**src/rtl/demux_1_to_n_stream_pkg.sv**
```systemverilog
// -----------------------------------------------------------------------------
// demux_1_to_n_stream_pkg
// Shared definitions for the CRP16 stream demultiplexer:
//   CRP16_WORD_BITS : native CRP16 datapath word width
//   clog2()         : ceiling log2, used by instantiators to size select fields
// -----------------------------------------------------------------------------
package demux_1_to_n_stream_pkg;

    localparam int CRP16_WORD_BITS = 16;

    // Smallest n with 2**n >= value. Returns 0 for value <= 1.
    function automatic int clog2(input int value);
        int result;
        result = 0;
        for (int v = value - 1; v > 0; v = v >> 1) begin
            result = result + 1;
        end
        return result;
    endfunction

endpackage

```
**src/rtl/demux_stream_slot.sv**
```systemverilog
// -----------------------------------------------------------------------------
// demux_stream_slot
// One-entry output register slice for a single demux channel.
// Ports:
//   clock, reset_n : rising-edge clock, asynchronous active-low reset
//   load_i         : write data_i into the slot this edge (wins over drain)
//   data_i         : word to load
//   ready_i        : consumer accepts the held word this edge
//   valid_o        : slot holds a word
//   data_o         : held word, all zeros while the slot is empty
// -----------------------------------------------------------------------------
module demux_stream_slot
    import demux_1_to_n_stream_pkg::*;
#(
    parameter int bits = CRP16_WORD_BITS
) (
    input  logic            clock,
    input  logic            reset_n,
    input  logic            load_i,
    input  logic [bits-1:0] data_i,
    input  logic            ready_i,
    output logic            valid_o,
    output logic [bits-1:0] data_o
);

    logic            valid_q, valid_d;
    logic [bits-1:0] data_q,  data_d;

    always_comb begin
        // NOTE: every signal assigned in always_comb gets a default first, so
        // no path leaves it unassigned and no latch is inferred.
        valid_d = valid_q;
        data_d  = data_q;
        if (load_i) begin
            // A load on the same edge as a drain refills the slot, which is
            // what gives one word per cycle per channel.
            valid_d = 1'b1;
            data_d  = data_i;
        end else if (valid_q && ready_i) begin
            // Clearing the data on drain keeps the empty slot reading zero.
            valid_d = 1'b0;
            data_d  = '0;
        end
    end

    // NOTE: the data register is reset along with the flag; an empty slot must
    // present zeros on its output slice straight out of reset.
    always_ff @(posedge clock or negedge reset_n) begin
        if (!reset_n) begin
            valid_q <= 1'b0;
            data_q  <= '0;
        end else begin
            // NOTE: sequential state uses non-blocking assignments so every
            // flop samples pre-edge values regardless of statement order.
            valid_q <= valid_d;
            data_q  <= data_d;
        end
    end

    assign valid_o = valid_q;
    // Gating by the flag keeps the zero-when-empty guarantee independent of
    // how the data register was last left.
    assign data_o  = data_q & {bits{valid_q}};

endmodule

```
**src/rtl/demux_1_to_n_stream.sv**
```systemverilog
// -----------------------------------------------------------------------------
// demux_1_to_n_stream
// Registered 1-to-N stream demultiplexer with valid/ready on every side.
// Each accepted input word is routed to the channel named by in_select and
// held in that channel's one-entry slot; out-of-range selects are dropped and
// flagged on err_select for one cycle.
// Ports:
//   clock, reset_n : rising-edge clock, asynchronous active-low reset
//   in_data        : input word
//   in_select      : destination channel of in_data
//   in_valid       : producer has a word
//   in_ready       : word accepted this cycle (independent of in_valid)
//   out_data       : channel i at [i*bits +: bits], zero while empty
//   out_valid      : channel i holds a word
//   out_ready      : consumer i takes its word this cycle
//   err_select     : one-cycle pulse after an out-of-range word is dropped
// -----------------------------------------------------------------------------
module demux_1_to_n_stream
    import demux_1_to_n_stream_pkg::*;
#(
    parameter int bits     = CRP16_WORD_BITS,
    parameter int channels = 4,
    parameter int sel_bits = 2
) (
    input  logic                     clock,
    input  logic                     reset_n,
    input  logic [bits-1:0]          in_data,
    input  logic [sel_bits-1:0]      in_select,
    input  logic                     in_valid,
    output logic                     in_ready,
    output logic [channels*bits-1:0] out_data,
    output logic [channels-1:0]      out_valid,
    input  logic [channels-1:0]      out_ready,
    output logic                     err_select
);

    logic [channels-1:0] load_en;
    logic                sel_hit;
    logic                sel_ready;
    logic                err_d, err_q;

    // Select decode: one-hot load enables plus the in_ready multiplexer.
    // A select that matches no channel is out of range; such a word is always
    // accepted and discarded.
    always_comb begin
        load_en   = '0;
        sel_hit   = 1'b0;
        sel_ready = 1'b1;
        for (int i = 0; i < channels; i++) begin
            if (in_select == sel_bits'(i)) begin
                sel_hit    = 1'b1;
                sel_ready  = !out_valid[i] || out_ready[i];
                load_en[i] = in_valid && sel_ready;
            end
        end
        err_d = in_valid && !sel_hit;
    end

    assign in_ready = sel_ready;

    always_ff @(posedge clock or negedge reset_n) begin
        if (!reset_n) begin
            err_q <= 1'b0;
        end else begin
            err_q <= err_d;
        end
    end

    assign err_select = err_q;

    for (genvar g = 0; g < channels; g++) begin : g_slot
        demux_stream_slot #(
            .bits (bits)
        ) u_slot (
            .clock   (clock),
            .reset_n (reset_n),
            .load_i  (load_en[g]),
            .data_i  (in_data),
            .ready_i (out_ready[g]),
            .valid_o (out_valid[g]),
            .data_o  (out_data[g*bits +: bits])
        );
    end

endmodule

```
**config.mk**
```make
export PLATFORM = sky130hd
export DESIGN_NAME = demux_1_to_n_stream
export DESIGN_NICKNAME = d
export VERILOG_FILES = /design/src/rtl/demux_1_to_n_stream_pkg.sv /design/src/rtl/demux_stream_slot.sv /design/src/rtl/demux_1_to_n_stream.sv
export SDC_FILE = /design/constraint.sdc
export NUM_CORES = 1
export LEC_CHECK = 0
export BUFFER_PORTS_ARGS = -buffer_cell sky130_fd_sc_hd__buf_2
export CAP_MARGIN = 10
export CORE_MARGIN = 2
export CORE_UTILIZATION = 55
export CTS_BUF_LIST = sky130_fd_sc_hd__clkbuf_8
export DETAILED_ROUTE_END_ITERATION = 12
export MAX_ROUTING_LAYER = met4
export PLACE_DENSITY = 0.84
export SYNTH_ARGS = -nofsm -noshare
export SYNTH_HDL_FRONTEND = slang
export SYNTH_HIERARCHICAL = 1
export SYNTH_SLANG_ARGS = --single-unit
export TNS_END_PERCENT = 20
```
**constraint.sdc**
```tcl
create_clock -name clock -period 2.6 [get_ports clock]
set_input_delay 0 -clock clock [delete_from_list [all_inputs] [get_ports clock]]
set_output_delay 0 -clock clock [all_outputs]
set_load 0.005 [all_outputs]
```
==> qor.yml, run 1 <==
run_status:
  outcome: "completed"
synthesis:
  yosys.area.top_type_share_pct: 49.1
  ys_seq_elements: 69
  yosys.area.top_type: "dfrtp_1"
  yosys.area_share.simple_pct: 27.3
  synth_xor_area_share_pct: 0
  yosysUniqueCellTypes: 19
  netlist_area_um2: 3510
  synth_cells: 303
  yosysSeqAreaShare_pct: 49.1
  synth_nets: 328
  yosys_warnings: 6
  synth.avg_cell_area_um2: 11.6
  synth_compound_area_share_pct: 17.7
  yosys-top-cells-area: "dfrtp_1 (49%), nor2b_1 (11%), a22o_1 (10%)"
  synth_top_family_by_area: "simple AND/OR/NAND/NOR gates"
  synthAdderAreaFrac_pct: 0
  synthMuxAreaShare_pct: 0.641
floorplanning:
  coreArea_um2: 6280
  die_y_um: 83.9
  die_area_um2: 7040
  initial_core_util_pct: 56.0
  num_io_pins: 95
  die_width_um: 83.9
  rows: 29
cells_and_area:
  final_core_util_pct: 69.2
  multi_input_area_um2: 1620
  seq_area_um2: 1730
  most-common-layout-cells: "buf_2 (94), dfrtp_1 (69), nor2b_1 (64), a22o_1 (40), and2_1 (36)"
  insertedDiodeCount: 0
  layout.nets: 439
  syn_to_final_growth_pct: 23.7
  final.fill_count: 468
  drive_gt1_share_pct: 41.1
  layout_commonest_cell: "buf_2"
sta:
  hold_viol_final: 0
  tightest_slew_ns: 0.924
  whs_ns: 0.0196
  relSlewSlack_pct: 38.4
  finalCriticalPeriod_ns: 1.82
  finalSetupViolCount: 0
  finalClockSkew_ns: 0.00558
  period_share_pct: 70.2
  slew_viol_final: 0
  fmax_mhz: 548
  fin_setup_tns_ns: 0
  rsz0062_at_grt: "false"
clocking:
  cts_setup_buffers: 0
  clkSlewWorstSetupHoldPaths_ns: 0.06
  cts_tree: "done"
  clk_latency_ns: 0.34
  clkSinkCount: 69
  cts_htree_levels: 3
  cts_inserted_buffers: 9
  cts_root_buffer: "clkbuf_8"
  clockBufferDepth: 2
worst_setup_path:
  crit_arrival_ns: 2.05
  endpoint_kind: "flop"
  critPathKind: "flop to flop"
  path_max_fanout: 33
  cp_data_required_time_ns: 2.82
  start_kind: "flop"
route:
  drc: 0
  dr.pass1.iters: 4
  wirelength_mm: 8.29
  routedWlPerCell_um: 16.7
  antenna_left: 0
  vias: 2642
  avgViaCountPerCell: 5.33
  drtIter0Drc: 257
global_route:
  grt_antenna_before_repair: 0
  first_global_vias: 2627
  grt_max_degree: 42
  grt_pass1_wl_mm: 13.4
  grt.total_usage_pct: 25.0
  grt.overflow.total: 0
power_and_ir_drop:
  cellLeakagePower_nw: 2.42
  pwr_density_cell_nw_per_um2: 596
  p_sw_mw: 0.678
  total_power_mw: 2.59
  clkPwrFrac_pct: 29.0
  p_seq_share_pct: 51.1
  combPwrFrac_pct: 20.0
  p_int_mw: 1.91
  swShare_pct: 26.2
  ir_drop_mv: 0.337
placement:
  hpwlAfterDp_mm: 5.48
  gp_congestion: 0.803
  io_buffers: 94
min_path:
  hp-class: "input port to flop"
job:
  maxCapViolCount: 0
power groups by stage:
stage	Clock [mW]	Sequential, mW	Combinational (mW)
CTS	0.770	1.32	0.516
global route	0.816	1.34	0.564
global placement	0	1.33	0.472
detailed placement	0	1.33	0.490
floorplan	0	1.30	0.351
finish	0.750	1.32	0.517
cell usage after synthesis:
library cell and n:
dfrtp_1 69, buf_4 8, clkbuf_1 4, and2_2 28, and4_1 1, nor2b_1 64
a22o_2 24, a22o_1 40, inv_1 4, buf_6 8, nand2b_4 2, a21o_1 4
mux4_2 1, nand2_4 4, conb_1 1, nand2b_1 2, nor4bb_1 1, and2_1 36
and4b_1 2
stage by stage:
| step | std cells | cell area (um2) | setup slack, ns |
|---|---|---|---|
| 3_3_place_gp | 460 | 3980 | 0.890 |
| 6_report | 496 | 4350 | 0.775 |
| 4_1_cts | 496 | 4350 | 0.767 |
| 2_1_floorplan | 303 | 3510 | 0.798 |
| 5_1_grt | 496 | 4350 | 0.640 |
| 3_5_place_dp | 460 | 3980 | 0.791 |
state kept, by name, indices dropped and copies added, names as in the netlist:
| signal | count |
|---|---|
| g_slot.u_slot/data_q | 64 |
| g_slot.u_slot/valid_o | 4 |
| err_select | 1 |
metal layers:
metal  track usage (%)  routed length, um  vias to the layer above  part of all wire, %
met2              37.1               4000                       85                   48
met4              8.50                 84                        0                  1.0
li1                  -                  -                     1263                    -
met5                 -                  0                        -                    0
met1              35.9               3770                     1285                   46
met3              3.36                435                        9                  5.2
cell families (layout without fill, tap and decap cells):
group / after synthesis / count (layout)
AO/OA/AOI/OAI: 68 / 68
buffers and inverters: 24 / 140
flip-flops: 69 / 69
multiplexers: 1 / 1
other: 1 / 1
AND/OR/NAND/NOR: 140 / 140
worst paths after layout:
| check | from | end | slack (ns) | cells after the start |
|---|---|---|---|---|
| setup / recovery | g_slot[0].u_slot/valid_o$_DFFE_PN0P_ | g_slot[0].u_slot/data_q[11]$_DFFE_PN0P_ | 0.78 | 5 |
| hold / removal | in_data[15] | g_slot[0].u_slot/data_q[15]$_DFFE_PN0P_ | 0.02 | 2 |
| setup reg to reg | g_slot[0].u_slot/valid_o$_DFFE_PN0P_ | g_slot[0].u_slot/data_q[11]$_DFFE_PN0P_ | 0.78 | 5 |
| hold reg to reg | g_slot[1].u_slot/data_q[1]$_DFFE_PN0P_ | g_slot[1].u_slot/data_q[1]$_DFFE_PN0P_ | 0.62 | 2 |
| max in group asynchronous | reset_n | g_slot[2].u_slot/valid_o$_DFFE_PN0P_ | 1.50 | 3 |
| min in group asynchronous | reset_n | g_slot[3].u_slot/data_q[7]$_DFFE_PN0P_ | 0.33 | 2 |
final cells by class:
cell class	instances	share of cell area [%]
multi-input combinational	210	37.3
timing repair buffer	120	16.5
clock inverter	5	0.461
clock buffer	11	3.48
tap	77	2.22
sequential	69	39.7
inverter	4	0.345
critical path: stages, from the launching register on:
cell,delay (ns)
dfrtp_1,0.56
nand2b_1,0.20
nor4bb_4,0.29
buf_4,0.33
nor2b_1,0.08
a22o_2,0.23
timing repair:
item / in CTS / in global routing
hold buffers: 20 / 0
endpoints found under the hold margin: 101 / 0
gates resized for setup: 0 / 0
No activity file was read; power rests on OpenSTA's default activity.
==> inputs of run 2 (changes only) <==
- ABC_AREA: unset -> 1
- CORE_UTILIZATION: 55 -> 49
- PLACE_DENSITY: 0.84 -> 0.79
- clock period: 2.6 -> 1.59 ns (I/O delays scaled with it)
==> run 2 against run 1 <==
Effect of this change: clock power grew 59%; critical path depth grew 2; combinational power grew 46%; final area is essentially flat; flip-flop and latch count is the same; register-to-register slack lost 0.40 ns; routed wire length grew 6.7%; fmax grew 50%; synthesized cell count grew 51%; synthesized area is essentially flat; critical path type unchanged; highest routed layer unchanged.
==> qor.yml, run 2 <==
sta:
  whs_ns: 0.218
  period_share_pct: 76.3
  finalSetupViolCount: 0
  hold_viol_final: 0
  finalCriticalPeriod_ns: 1.21
  slew_viol_final: 0
  fin_setup_tns_ns: 0
  rsz0062_at_grt: "false"
  finalClockSkew_ns: 0.00662
  fmax_mhz: 824
power_and_ir_drop:
  p_int_mw: 2.91
  ir_drop_mv: 0.526
  p_sw_mw: 1.20
  pwr_density_cell_nw_per_um2: 947
  clkPwrFrac_pct: 28.9
  p_seq_share_pct: 52.7
  combPwrFrac_pct: 18.4
  cellLeakagePower_nw: 2.99
  swShare_pct: 29.2
worst_setup_path:
  endpoint_kind: "flop"
  critPathKind: "flop to flop"
  crit_start: "g_slot[1].u_slot/valid_o$_DFFE_PN0P_"
  critPathBufInv: 2
  crit_chain: "nand2_1, nand2_1, nor2_1, buf_12, inv_6, nand3_1, nand2_1"
  cp_data_required_time_ns: 1.81
  slowest_stage: "dfrtp_1"
  crit_arrival_ns: 1.43
  r2r-start: "g_slot[1].u_slot/valid_o$_DFFE_PN0P_"
  start_kind: "flop"
  path_max_fanout: 17
  crit_path_frequent_cell: "nand2_1"
  critical-path-max-stage-delay_ns: 0.38
  cpLargestDelayFamily: "simple AND/OR/NAND/NOR gates"
synthesis:
  yosys_warnings: 6
  yosys.area.top_type_share_pct: 49.1
  netlist_area_um2: 3520
  yosys-top-cells-area: "dfrtp_1 (49%), nand2_1 (22%), inv_1 (8.3%)"
  yosysSeqAreaShare_pct: 49.1
  yosysMostFrequentCell: "nand2_1"
  synth_edf_count: 0
  yosysUniqueCellTypes: 13
  synth.avg_cell_area_um2: 7.66
  yosys.area.top_type: "dfrtp_1"
  synth_top_cells_by_count: "nand2_1 (204), inv_1 (78), dfrtp_1 (69)"
  synth_nets: 484
  synth_cells: 459
  ys_seq_elements: 69
  synth_flop_cell: "dfrtp_1"
  synthArstFlopShare_pct: 100
clocking:
  cts_setup_buffers: 0
  cts_htree_levels: 3
  clkSinkCount: 69
  clkSlewWorstSetupHoldPaths_ns: 0.07
  cts_tree: "done"
  cts_root_buffer: "clkbuf_8"
  cts_inserted_buffers: 9
  clockBufferDepth: 2
  clk_latency_ns: 0.34
route:
  antenna_left: 0
  routedWlPerCell_um: 13.1
  drtIter0Drc: 163
  avgViaCountPerCell: 4.65
  wirelength_mm: 8.84
  drc: 0
  dr.pass1.iters: 4
  vias: 3129
floorplanning:
  die_area_um2: 7870
  num_io_pins: 95
  rows: 30
  initial_core_util_pct: 51.2
  coreArea_um2: 6870
  die_y_um: 88.7
  die_width_um: 88.7
global_route:
  grt.total_usage_pct: 24.3
  grt_antenna_before_repair: 0
  grt_pass1_wl_mm: 13.7
  grt_max_degree: 70
  first_global_vias: 2749
  grt.overflow.total: 0
cells_and_area:
  most-common-layout-cells: "nand2_1 (204), buf_2 (94), inv_1 (81), dfrtp_1 (69), nand3_1 (56)"
  largest_reg_flops: 64
  top_register: "g_slot.u_slot/data_q"
  final.fill_count: 638
  postLayoutCellArea_um2: 4350
  layout_commonest_cell: "nand2_1"
  layout.nets: 598
  insertedDiodeCount: 0
  syn_to_final_growth_pct: 23.7
  finalNonFillerCells: 673
  final_core_util_pct: 63.3
  drive_gt1_share_pct: 23.2
job:
  maxCapViolCount: 0
min_path:
  hp-class: "input port to async pin"
run_status:
  outcome: "completed"
placement:
  placed_area_um2: 3980
  io_buffers: 94
  dp.cells: 637
  hpwlAfterDp_mm: 5.87
  gp_congestion: 0.816
## run 2: power by group through the flow
stage	logic, mW	registers [mW]	clock network (mW)
floorplan	0.475	2.16	0
global placement	0.691	2.19	0
detailed placement	0.723	2.20	0
CTS	0.763	2.17	1.21
global route	0.867	2.20	1.29
finish	0.757	2.17	1.19
## run 2: what timing repair did
item                                   4_1_cts  5_1_grt
resized for setup                            0        0
endpoints found under the hold margin      137        0
hold buffers                                21        0
## run 2: cell type report
| type | instances | area (um2) | area share [%] |
|---|---|---|---|
| clock inverters | 5 | 21.3 | 0.489 |
| multi-input cells | 284 | 1220 | 28.1 |
| clock buffers | 10 | 138 | 3.16 |
| inverters | 82 | 328 | 7.54 |
| repair buffers | 127 | 796 | 18.3 |
| well taps | 96 | 120 | 2.76 |
| flip-flops and latches | 69 | 1730 | 39.7 |
## run 2: kinds of logic after synthesis
family                 Yosys count  share of synthesized area [%]
AND/OR/NAND/NOR                279                           34.1
buffers and inverters          106                           16.2
flip-flops                      69                           49.1
AO/OA/AOI/OAI                    4                          0.569
other                            1                          0.107
## run 2: path summary, 6_finish.rpt
check	to	cells after the start	slack, ns
min in group clock	g_slot[2].u_slot/data_q[1]$_DFFE_PN0P_	7	0.22
min reg2reg	g_slot[2].u_slot/data_q[15]$_DFFE_PN0P_	2	0.50
max reg2reg	g_slot[1].u_slot/data_q[12]$_DFFE_PN0P_	7	0.38
min	g_slot[2].u_slot/data_q[11]$_DFFE_PN0P_	3	0.22
max	g_slot[1].u_slot/data_q[12]$_DFFE_PN0P_	7	0.38
max in group asynchronous	g_slot[0].u_slot/data_q[0]$_DFFE_PN0P_	3	1.08
## run 2: layer usage
metal	GRT usage, %	share of wire (%)	up-vias
met5	-	0	-
met1	33.5	43	1412
met4	12.0	2.7	0
li1	-	-	1584
met2	35.2	47	113
met3	3.54	6.3	20
## run 2: worst min-delay path, delay by kind of cell
family / cells / cell delay (ns)
buffers and inverters: 3 / 0.96
## run 2: per-stage QoR
step | setup slack [ns] | power [mW]
after detailed placement | 0.391 | 2.92
after global placement | 0.446 | 2.89
after floorplan | 0.430 | 2.63
final | 0.377 | 4.12
after global routing | 0.254 | 4.35
after CTS | 0.384 | 4.14
==> inputs of run 3 (changes only) <==
- clock period: 1.59 -> 1.1 ns (I/O delays scaled with it)
==> run 3 against run 2 <==
Effect of this change: the run now ends with negative setup slack left; flip-flop and latch count is the same; sequential share of layout area shrank 3.8 points; non-clock buffer count grew 5; clock skew is essentially flat; sequential power grew 47%; register-to-register slack lost 0.47 ns; routed wire length grew 3.7%; final area grew 11%; die area is the same; critical path depth shrank 1; largest power group unchanged.
==> qor.yml, run 3 (synthesized netlist as in run 2, its figures left out) <==
worst_setup_path:
  path_max_fanout: 2
  crit_arrival_ns: 1.20
  crit_start: "g_slot[0].u_slot/valid_o$_DFFE_PN0P_"
  critPathKind: "flop to output pin"
  start_kind: "flop"
  endpoint_kind: "output pin"
  r2r-start: "g_slot[1].u_slot/valid_o$_DFFE_PN0P_"
  cp_data_required_time_ns: 1.10
cells_and_area:
  seq_area_um2: 1730
  largest_reg_flops: 64
  postLayoutCellArea_um2: 4810
  layout_commonest_cell: "nand2_1"
  most-common-layout-cells: "nand2_1 (199), buf_2 (94), inv_1 (79), dfrtp_1 (69), nand3_2 (53)"
  syn_to_final_growth_pct: 36.8
  multi_input_area_um2: 1470
  insertedDiodeCount: 0
  layout.nets: 605
  top_register: "g_slot.u_slot/data_q"
  drive_gt1_share_pct: 33.3
  final.fill_count: 536
placement:
  placed_area_um2: 4210
  hpwlAfterDp_mm: 6.07
  io_buffers: 94
  gp_congestion: 0.811
global_route:
  grt_max_degree: 70
  grt.total_usage_pct: 26.2
  first_global_vias: 3137
  grt_pass1_wl_mm: 15.0
  grt_antenna_before_repair: 0
  grt.overflow.total: 0
floorplanning:
  die_y_um: 88.7
  num_io_pins: 95
  die_area_um2: 7870
  rows: 30
  die_width_um: 88.7
  initial_core_util_pct: 51.2
  coreArea_um2: 6870
clocking:
  cts_root_buffer: "clkbuf_8"
  cts_tree: "done"
  cts_htree_levels: 3
  clkSinkCount: 69
  clockBufferDepth: 2
  cts_inserted_buffers: 9
  clkSlewWorstSetupHoldPaths_ns: 0.07
  clk_latency_ns: 0.34
min_path:
  hp-class: "input port to flop"
  hp-start: "out_ready[0]"
route:
  antenna_left: 0
  dr.pass1.iters: 4
  routedWlPerCell_um: 13.5
  drc: 0
  avgViaCountPerCell: 4.74
  vias: 3227
  drtIter0Drc: 188
  wirelength_mm: 9.17
power_and_ir_drop:
  pwr_density_cell_nw_per_um2: 1410
  cellLeakagePower_nw: 3.14
  combPwrFrac_pct: 18.7
  ir_drop_mv: 0.743
  clkPwrFrac_pct: 34.2
  total_power_mw: 6.77
  p_int_mw: 4.87
  p_sw_mw: 1.89
  swShare_pct: 28.0
  p_seq_share_pct: 47.1
sta:
  hold_viol_final: 0
  slew_viol_final: 0
  worst_slack_ns: -0.0973
  fmax_mhz: 835
  finalClockSkew_ns: 0.00622
  period_share_pct: 109
  finalSetupViolCount: 118
  rsz0062_at_grt: "true"
  finalCriticalPeriod_ns: 1.20
job:
  maxCapViolCount: 0
run_status:
  violations: "negative setup slack"
  outcome: "complete, but fails checks"
run 3: cell types whose count changed in the layout (fill, tap and decap cells not counted), moves of 2 or more:
cell | before | now
inv_8 | 0 | 3
buf_8 | 0 | 2
buf_4 | 10 | 6
nand2_2 | 0 | 5
buf_12 | 2 | 6
inv_6 | 4 | 2
inv_1 | 81 | 79
nand3_1 | 56 | 11
nand3_2 | 8 | 53
nand2_1 | 204 | 199
buf_6 | 0 | 3
bufinv_16 | 0 | 2
run 3: power by group through the flow:
stage | clock (mW) | combinational (mW) | sequential, mW
after floorplan | 0 | 0.755 | 3.15
after global placement | 0 | 1.08 | 3.19
after detailed placement | 0 | 1.12 | 3.21
after CTS | 2.34 | 1.25 | 3.18
after global routing | 2.46 | 1.42 | 3.24
final | 2.32 | 1.26 | 3.19
run 3: routing by layer:
metal,global-route usage [%],up-vias,share of wire [%],wire [um]
met5,-,-,0,0
met4,8.54,0,1.5,136
met3,5.13,11,7.2,659
met2,41.1,119,48,4410
met1,34.4,1499,43,3970
li1,-,1598,-,-
run 3: path summary, 6_finish.rpt:
path / depth (start not counted) / endpoint / slack [ns]
setup / recovery: 6 / in_ready / -0.1
hold / removal: 4 / g_slot[0].u_slot/data_q[13]$_DFFE_PN0P_ / 0.13
setup reg to reg: 7 / g_slot[1].u_slot/data_q[14]$_DFFE_PN0P_ / -0.1
hold reg to reg: 2 / g_slot[2].u_slot/data_q[14]$_DFFE_PN0P_ / 0.51
max in group asynchronous: 3 / g_slot[1].u_slot/data_q[15]$_DFFE_PN0P_ / 0.61
min in group asynchronous: 3 / g_slot[2].u_slot/data_q[6]$_DFFE_PN0P_ / 0.19
run 3: critical path, stage by stage, from the launching register on:
cell	delay [ns]
dfrtp_1	0.36
nand2_1	0.08
nand2_2	0.10
nand2_1	0.06
inv_1	0.07
nand2_2	0.06
buf_2	0.12
run 3: area by class of cell:
| class | count | area share [%] |
|---|---|---|
| Timing Repair Buffer | 132 | 18.9 |
| Clock inverter | 5 | 1.54 |
| Timing Repair inverter | 2 | 0.364 |
| Sequential cell | 69 | 35.9 |
| Inverter | 82 | 7.13 |
| Multi-Input combinational cell | 284 | 30.5 |
| Clock buffer | 11 | 3.15 |
| Tap cell | 96 | 2.50 |
run 3: repair_timing:
action,CTS,global route
endpoints found under the setup margin,117,135
hold endpoints to repair,137,0
hold buffers,21,0
gates resized for setup,31,4
pin swaps,13,17
cloned,2,0
setup buffers,1,0
run 3: metrics by stage:
step	cells	hold WS [ns]	setup WS (ns)	setup TNS, ns	utilization [%]
4_1_cts	681	0.107	-0.0699	-3.17	69.8
5_1_grt	681	0.135	-0.211	-13.09	70.0
3_5_place_dp	641	0.0537	-0.0860	-1.43	61.3
2_1_floorplan	459	-0.296	-0.0459	-1.66	-
3_3_place_gp	641	0.0516	-0.0133	-0.0695	61.3
6_report	681	0.131	-0.0973	-4.12	70.0
